`src/rtl/trdb_branch_map_if.sv`:
```
// Branch map bus: retire/flush inputs from the trace core and the
// map/count/flag outputs consumed by trdb_priority and the emitter.
interface trdb_branch_map_if #(
  parameter int unsigned MAX_BRANCHES = 31,
  parameter int unsigned CNT_W        = $clog2(MAX_BRANCHES + 1)
);
  logic                    valid_i;
  logic                    branch_i;
  logic                    branch_taken_i;
  logic                    flush_i;
  logic [MAX_BRANCHES-1:0] map_o;
  logic [CNT_W-1:0]        branches_o;
  logic                    is_full_o;
  logic                    is_empty_o;
  logic                    overflow_o;

  modport master (
    output valid_i, branch_i, branch_taken_i, flush_i,
    input  map_o, branches_o, is_full_o, is_empty_o, overflow_o
  );

  modport slave (
    input  valid_i, branch_i, branch_taken_i, flush_i,
    output map_o, branches_o, is_full_o, is_empty_o, overflow_o
  );
endinterface

```
`src/rtl/trdb_branch_map.sv`:
```
// Accumulates retired conditional branch outcomes into a format-1 branch map.
// Bit value 1 means NOT taken; unused bits above the count stay 0.
module trdb_branch_map #(
  parameter int unsigned MAX_BRANCHES = 31,
  parameter int unsigned CNT_W        = $clog2(MAX_BRANCHES + 1)
) (
  input  logic              clk_i,
  input  logic              rst_i,
  trdb_branch_map_if.slave  bus
);

  logic [MAX_BRANCHES-1:0] map_q, map_d;
  logic [CNT_W-1:0]        cnt_q, cnt_d;
  logic                    overflow_q, overflow_d;

  logic                    push;
  logic                    nt_bit;
  logic                    full;

  assign push   = bus.valid_i & bus.branch_i;
  assign nt_bit = ~bus.branch_taken_i;
  assign full   = (cnt_q == CNT_W'(MAX_BRANCHES));

  always_comb begin
    map_d      = map_q;
    cnt_d      = cnt_q;
    overflow_d = overflow_q;
    if (bus.flush_i) begin
      // The flush consumes the pre-edge map; a same-cycle branch opens the fresh one.
      map_d = '0;
      cnt_d = '0;
      if (push) begin
        map_d = {{(MAX_BRANCHES-1){1'b0}}, nt_bit};
        cnt_d = CNT_W'(1);
      end
    end else if (push) begin
      if (full) begin
        overflow_d = 1'b1;
      end else begin
        map_d = map_q | ({{(MAX_BRANCHES-1){1'b0}}, nt_bit} << cnt_q);
        cnt_d = cnt_q + CNT_W'(1);
      end
    end
  end

  always_ff @(posedge clk_i) begin
    if (rst_i) begin
      map_q      <= '0;
      cnt_q      <= '0;
      overflow_q <= 1'b0;
    end else begin
      map_q      <= map_d;
      cnt_q      <= cnt_d;
      overflow_q <= overflow_d;
    end
  end

  assign bus.map_o      = map_q;
  assign bus.branches_o = cnt_q;
  assign bus.is_full_o  = full;
  assign bus.is_empty_o = (cnt_q == '0);
  assign bus.overflow_o = overflow_q;

endmodule

```
`src/flat_wrapper.sv`:
```
// flat-port wrapper written by rule: the top's interface ports become plain ports
module trdb_branch_map_flat 
#(
  parameter int unsigned MAX_BRANCHES = 31,
  parameter int unsigned CNT_W        = $clog2(MAX_BRANCHES + 1)
)
  (clk_i, rst_i, bus_valid_i, bus_branch_i, bus_branch_taken_i, bus_flush_i, bus_map_o, bus_branches_o, bus_is_full_o, bus_is_empty_o, bus_overflow_o);
  trdb_branch_map_if #(.MAX_BRANCHES(MAX_BRANCHES), .CNT_W(CNT_W)) bus_i ();
  input  logic clk_i;
  input  logic rst_i;
  input wire logic [$bits(bus_i.valid_i)-1:0] bus_valid_i;
  input wire logic [$bits(bus_i.branch_i)-1:0] bus_branch_i;
  input wire logic [$bits(bus_i.branch_taken_i)-1:0] bus_branch_taken_i;
  input wire logic [$bits(bus_i.flush_i)-1:0] bus_flush_i;
  output wire logic [$bits(bus_i.map_o)-1:0] bus_map_o;
  output wire logic [$bits(bus_i.branches_o)-1:0] bus_branches_o;
  output wire logic [$bits(bus_i.is_full_o)-1:0] bus_is_full_o;
  output wire logic [$bits(bus_i.is_empty_o)-1:0] bus_is_empty_o;
  output wire logic [$bits(bus_i.overflow_o)-1:0] bus_overflow_o;
  assign bus_i.valid_i = bus_valid_i;
  assign bus_i.branch_i = bus_branch_i;
  assign bus_i.branch_taken_i = bus_branch_taken_i;
  assign bus_i.flush_i = bus_flush_i;
  assign bus_map_o = bus_i.map_o;
  assign bus_branches_o = bus_i.branches_o;
  assign bus_is_full_o = bus_i.is_full_o;
  assign bus_is_empty_o = bus_i.is_empty_o;
  assign bus_overflow_o = bus_i.overflow_o;
  trdb_branch_map #(.MAX_BRANCHES(MAX_BRANCHES), .CNT_W(CNT_W)) u_core (.clk_i(clk_i), .rst_i(rst_i), .bus(bus_i));
endmodule
```
`config.mk`:
```
export PLATFORM = sky130hd
export DESIGN_NAME = trdb_branch_map_flat
export DESIGN_NICKNAME = d
export VERILOG_FILES = /design/src/rtl/trdb_branch_map_if.sv /design/src/rtl/trdb_branch_map.sv /design/src/flat_wrapper.sv
export SDC_FILE = /design/constraint.sdc
export NUM_CORES = 1
export LEC_CHECK = 0
export ABC_AREA = 1
export CORE_MARGIN = 4
export CORE_UTILIZATION = 41
export DETAILED_ROUTE_END_ITERATION = 8
export PLACE_DENSITY = 0.72
export SLEW_MARGIN = 20
export SYNTH_ARGS = -nofsm -noshare
export SYNTH_HDL_FRONTEND = slang
export SYNTH_SLANG_ARGS = --single-unit
```
`constraint.sdc`:
```
create_clock -name clk_i -period 1.5 [get_ports clk_i]
set_input_delay 0.3 -clock clk_i [delete_from_list [all_inputs] [get_ports clk_i]]
set_output_delay 0.3 -clock clk_i [all_outputs]
set_load 0.05 [all_outputs]
```
* Yosys cells after proc, flatten, opt, wreduce, memory -nomap -nowiden
Cells that the tools add are included.
Storage, ports and cells: logic and storage cells 23, RAM bits 0, output and inout port bits 39, memories 0, bits in latches 0, register bits after elaboration 37, memory bits (read-only) 0, input bits 6
Operators by class: reduce and logical (&&, ||, !) cells 4, $add $sub $neg 1, shift operators 1, bitwise gates (word level) 4, multipliers 0, $lt $le $gt $ge 0, mux-type cells 8, eq/ne operators 2, div/mod/pow operators 0
Operators by type and width (number):
- 31-bit two-way mux | 3
- 31-bit bitwise OR | 1
- 1-bit by 5-bit left shift with 31-bit output | 1
- 5-bit two-way mux | 3
- 5-bit by 1-bit adder with 5-bit output, second input constant | 1
- 5-bit equality test, second input constant | 1
- 5-bit logical NOT | 1
- 3-bit AND reduction | 1
- 1-bit two-way mux | 2
- 2-bit != test, second input constant | 1
- 1-bit NOT | 2
- 2-bit AND reduction | 1
- 2-bit nonzero test | 1
- 1-bit bitwise AND | 1

* Depth between registers and ports, before layout
depth in word-level cells 6, gate-level depth with buffers 10, mapped depth without buffers 10

* Worst setup path before layout
Ideal clock, no wire load.
kind register -> register, start reg u_core.cnt_q[1], in the netlist u_core.bus.branches_o[1], end reg u_core.map_q[21], in the netlist u_core.bus.map_o[21], setup time 0.128 ns, data required time 1.372 ns, arrival time 2.245 ns, clock period less this slack 2.372 ns, path buffers 1, cell stages (with the launch flop) 11, slack -0.872 ns, cell sequence dfxtp_1 -> ha_1 -> nand2_1 -> nor2_1 -> ha_1 -> nand2_4 -> nand2_4 -> nor2_4 -> buf_6 -> a21oi_1 -> nor2_1
Between the ends: elaborated cells on any way between the ends 8, those cells by class eq/ne: 2; shift: 1; mux: 3; bitwise: 1; reduce/logical: 1
RTL lines:
- from (decl) | RTL line trdb_branch_map.sv:13 | logic [CNT_W-1:0] cnt_q, cnt_d;
- from (signal assigned) | RTL line trdb_branch_map.sv:53 | cnt_q <= cnt_d;
- 5-bit equality test | RTL line trdb_branch_map.sv:22 | assign full = (cnt_q == CNT_W'(MAX_BRANCHES));
- via bus_is_full_o | RTL line flat_wrapper.sv:17 | output wire logic [$bits(bus_i.is_full_o)-1:0] bus_is_full_o;
- 2-bit != test (no line)
- 2-bit AND reduction (no line)
- to (signal assigned) | RTL line trdb_branch_map.sv:52 | map_q <= map_d;
- to (decl) | RTL line trdb_branch_map.sv:12 | logic [MAX_BRANCHES-1:0] map_q, map_d;
The timed path passes the listed nets, and every way through them passes these cells. The select of a mux whose other input is x is not followed. A chain may end at the register's enable or synchronous reset.

* Worst setup path after layout
start reg u_core.cnt_q[2], in the netlist u_core.bus.branches_o[2], end out bus_is_empty_o
Between the ends: longest elaborated chain between the ends 1
Ends and longest elaborated chain:
- 5-bit logical NOT | RTL line trdb_branch_map.sv:61 | assign bus.is_empty_o = (cnt_q == '0);
- to (decl) | RTL line flat_wrapper.sv:18 | output wire logic [$bits(bus_i.is_empty_o)-1:0] bus_is_empty_o;
No other way between the ends.

==> impl_metrics.tcl <==
set metrics [dict create \
    grt_pass1_vias 1466 \
    fin_crit_sh_pct 109 \
    min_path_type "register to register" \
    period_needed_ns 1.64 \
    grtUsageTotal_pct 20.8 \
    clock_latency_ns 0.29 \
    area_delta_synth_final_pct 91.9 \
    worst_slack_ns -0.142 \
    cts.sinks 37 \
    clk_pin_slew_ns 0.07 \
    rsz0062_at_grt "true" \
    grt_pass1_wl_mm 7.09 \
    hold_violations 0 \
    arrival_ns 1.34 \
    num_rows 21 \
    critPathKind "register to primary output" \
    final_cell_mix "51 x nor2_1, 41 x buf_12, 32 x dfxtp_1" \
    htree_num_levels 2 \
    die_w_um 68.6 \
    core_um2 3440 \
    grt_overflow 0 \
    cts_tree "done" \
    netlist.area_leader.share_pct 49.2 \
    yosysUniqueCellTypes 26 \
    via_per_inst 5.26 \
    first_iter_violations 110 \
    ios 45 \
    setup_violations 31 \
    ys_warn_count 0 \
    status "finished, violations left" \
    fin_cells 308 \
    grt_max_degree 29 \
    skew_ns 0.00675 \
    clockBufferDepth 2 \
    hpwl_mm 3.12 \
    io_buffers 44 \
    ir_worst_vdd_v 0.000564 \
    avgSynthCellArea_um2 7.88 \
    fmax_ghz 0.609 \
    layout_commonest_cell "nor2_1" \
    synth.cell_area_um2 1510 \
    multi_input_area_um2 853 \
    netlist_instances 191 \
    synth.area.top_cells "dfxtp_1 49%, nor2_1 15%, a21oi_1 9.6%" \
    crit_fanout 8 \
    fin_setup_tns_ns -1.62 \
    diodes 0 \
    fin_util_pct 83.9 \
    clkPwrFrac_pct 34.5 \
    switching_share_pct 25.5 \
    yosys.area.top_type "dfxtp_1" \
    cap_violations 0 \
    start_util_pct 43.7 \
    ys_seq_area_share_pct 49.2 \
    power.switching_w 0.000481 \
    violations "setup timing" \
    vias 1620 \
    worst_setup_path_start_kind "register" \
    p_per_area_nw_per_um2 654 \
    die-area_um2 4700 \
    cts_hold_buf 0 \
    fin_nets 271 \
    rrSetupSlack_ns -0.08 \
    pwr-share-seq_pct 52.4 \
    place_inst 294 \
    worstPathRequired_ns 1.20 \
    cts-root-buf "clkbuf_8" \
    slew_violations 0 \
    worstMarginPinSlew_ns 0.330 \
    synth_nets 200 \
    routed_wirelength_mm 4.85 \
    layout-drive-gt1-share_pct 50.0 \
    p_leak_nw 1.11 \
    die_height_um 68.6 \
    first_pass_iters 4 \
    combPwrFrac_pct 13.1 \
    gp_congestion 0.902 \
    numCtsBuffers 5 \
    drc 0 \
    regArea_um2 757 \
    relSlewSlack_pct 77.9 \
    ys_ff_latch 37 \
    antenna_found_initial 0 \
    num-fill-cells 149 \
    wl_per_cell_um 15.8 \
    endpoint_kind "primary output" \
    p_int_w 0.00141 \
    ant_nets 0 \
]
state kept, by name, summed over array words and instances, names as in the netlist:
| signal | count |
|---|---|
| u_core.bus.branches_o | 5 |
| u_core.bus.map_o | 31 |
| u_core.bus.overflow_o | 1 |
cells in the mapped netlist:
cell	instances
a211oi_1	2
a21oi_1	29
a21oi_2	1
a31oi_1	1
buf_1	1
buf_2	2
buf_6	2
clkbuf_1	2
dfxtp_1	37
ha_1	3
inv_1	13
inv_2	2
nand2_1	12
nand2_2	1
nand2_4	3
nand3_1	9
nand4_1	2
nor2_1	59
nor2_2	1
nor2_4	3
nor3_1	1
nor3_4	1
o211ai_1	1
o21ai_0	1
o21bai_1	1
or2_1	1
cell families (layout without fill, tap and decap cells):
| family | Yosys count | in the layout | share of synthesized area (%) |
|---|---|---|---|
| AND/OR/NAND/NOR | 93 | 93 | 28.7 |
| adder cells (fa/ha/maj) | 3 | 3 | 2.49 |
| buffers and inverters | 22 | 93 | 6.65 |
| flip-flops | 37 | 37 | 49.2 |
| AO/OA/AOI/OAI | 36 | 36 | 13.0 |
per-stage QoR:
stage / hold slack, ns / power [W] / worst slack (ns) / area [um^2]
global route: 0.511 / 0.00195 / -0.172 / 2890
CTS: 0.485 / 0.00187 / -0.154 / 2790
floorplan: 0.359 / 0.00112 / -0.201 / 1570
detailed placement: 0.474 / 0.00122 / -0.178 / 2580
global placement: 0.470 / 0.00122 / -0.156 / 2580
finish: 0.483 / 0.00189 / -0.142 / 2890
critical path: stages, from the launching register on:
cell and delay, ns:
dfxtp_4 0.36, buf_4 0.18, nor2_2 0.14, inv_1 0.10, nor2_4 0.13, buf_12 0.15
what timing repair did:
action | 4_1_cts | 5_1_grt
endpoints found under the hold margin | 0 | 0
buffers inserted | 6 | 2
endpoints found under the setup margin | 19 | 37
pin swaps | 8 | 10
resized for setup | 25 | 24
metal layers:
layer	global-route usage [%]	part of all wire (%)	vias up
met5	0	0	-
met4	8.44	3.4	0
met3	4.86	8.2	15
met2	33.7	49	99
met1	26.4	39	751
li1	-	-	755
power groups by stage:
stage                     Combinational, W  Clock, W  Sequential, W
after floorplan                  0.0000877         0        0.00103
after global placement            0.000205         0        0.00101
after detailed placement          0.000207         0        0.00101
after CTS                         0.000220  0.000662       0.000990
after global routing              0.000259  0.000699       0.000990
final                             0.000247  0.000651       0.000990
final cells by class:
class	count	share of cell area, %
Clock buffer	6	2.51
Clock inverter	1	0.173
Inverter	15	2.12
Multi-Input combinational cell	132	29.5
Sequential cell	37	26.2
Tap cell	46	1.99
Timing Repair Buffer	71	37.4
path summary, 6_finish.rpt:
check | cells after the start | to | startpoint
min reg2reg | 2 | u_core.bus.map_o[15] | u_core.bus.map_o[15]
max | 5 | bus_is_empty_o | u_core.bus.branches_o[2]
min | 2 | u_core.bus.map_o[15] | u_core.bus.map_o[15]
max reg2reg | 11 | u_core.bus.map_o[30] | u_core.bus.branches_o[0]
No activity file was read; power rests on OpenSTA's default activity.
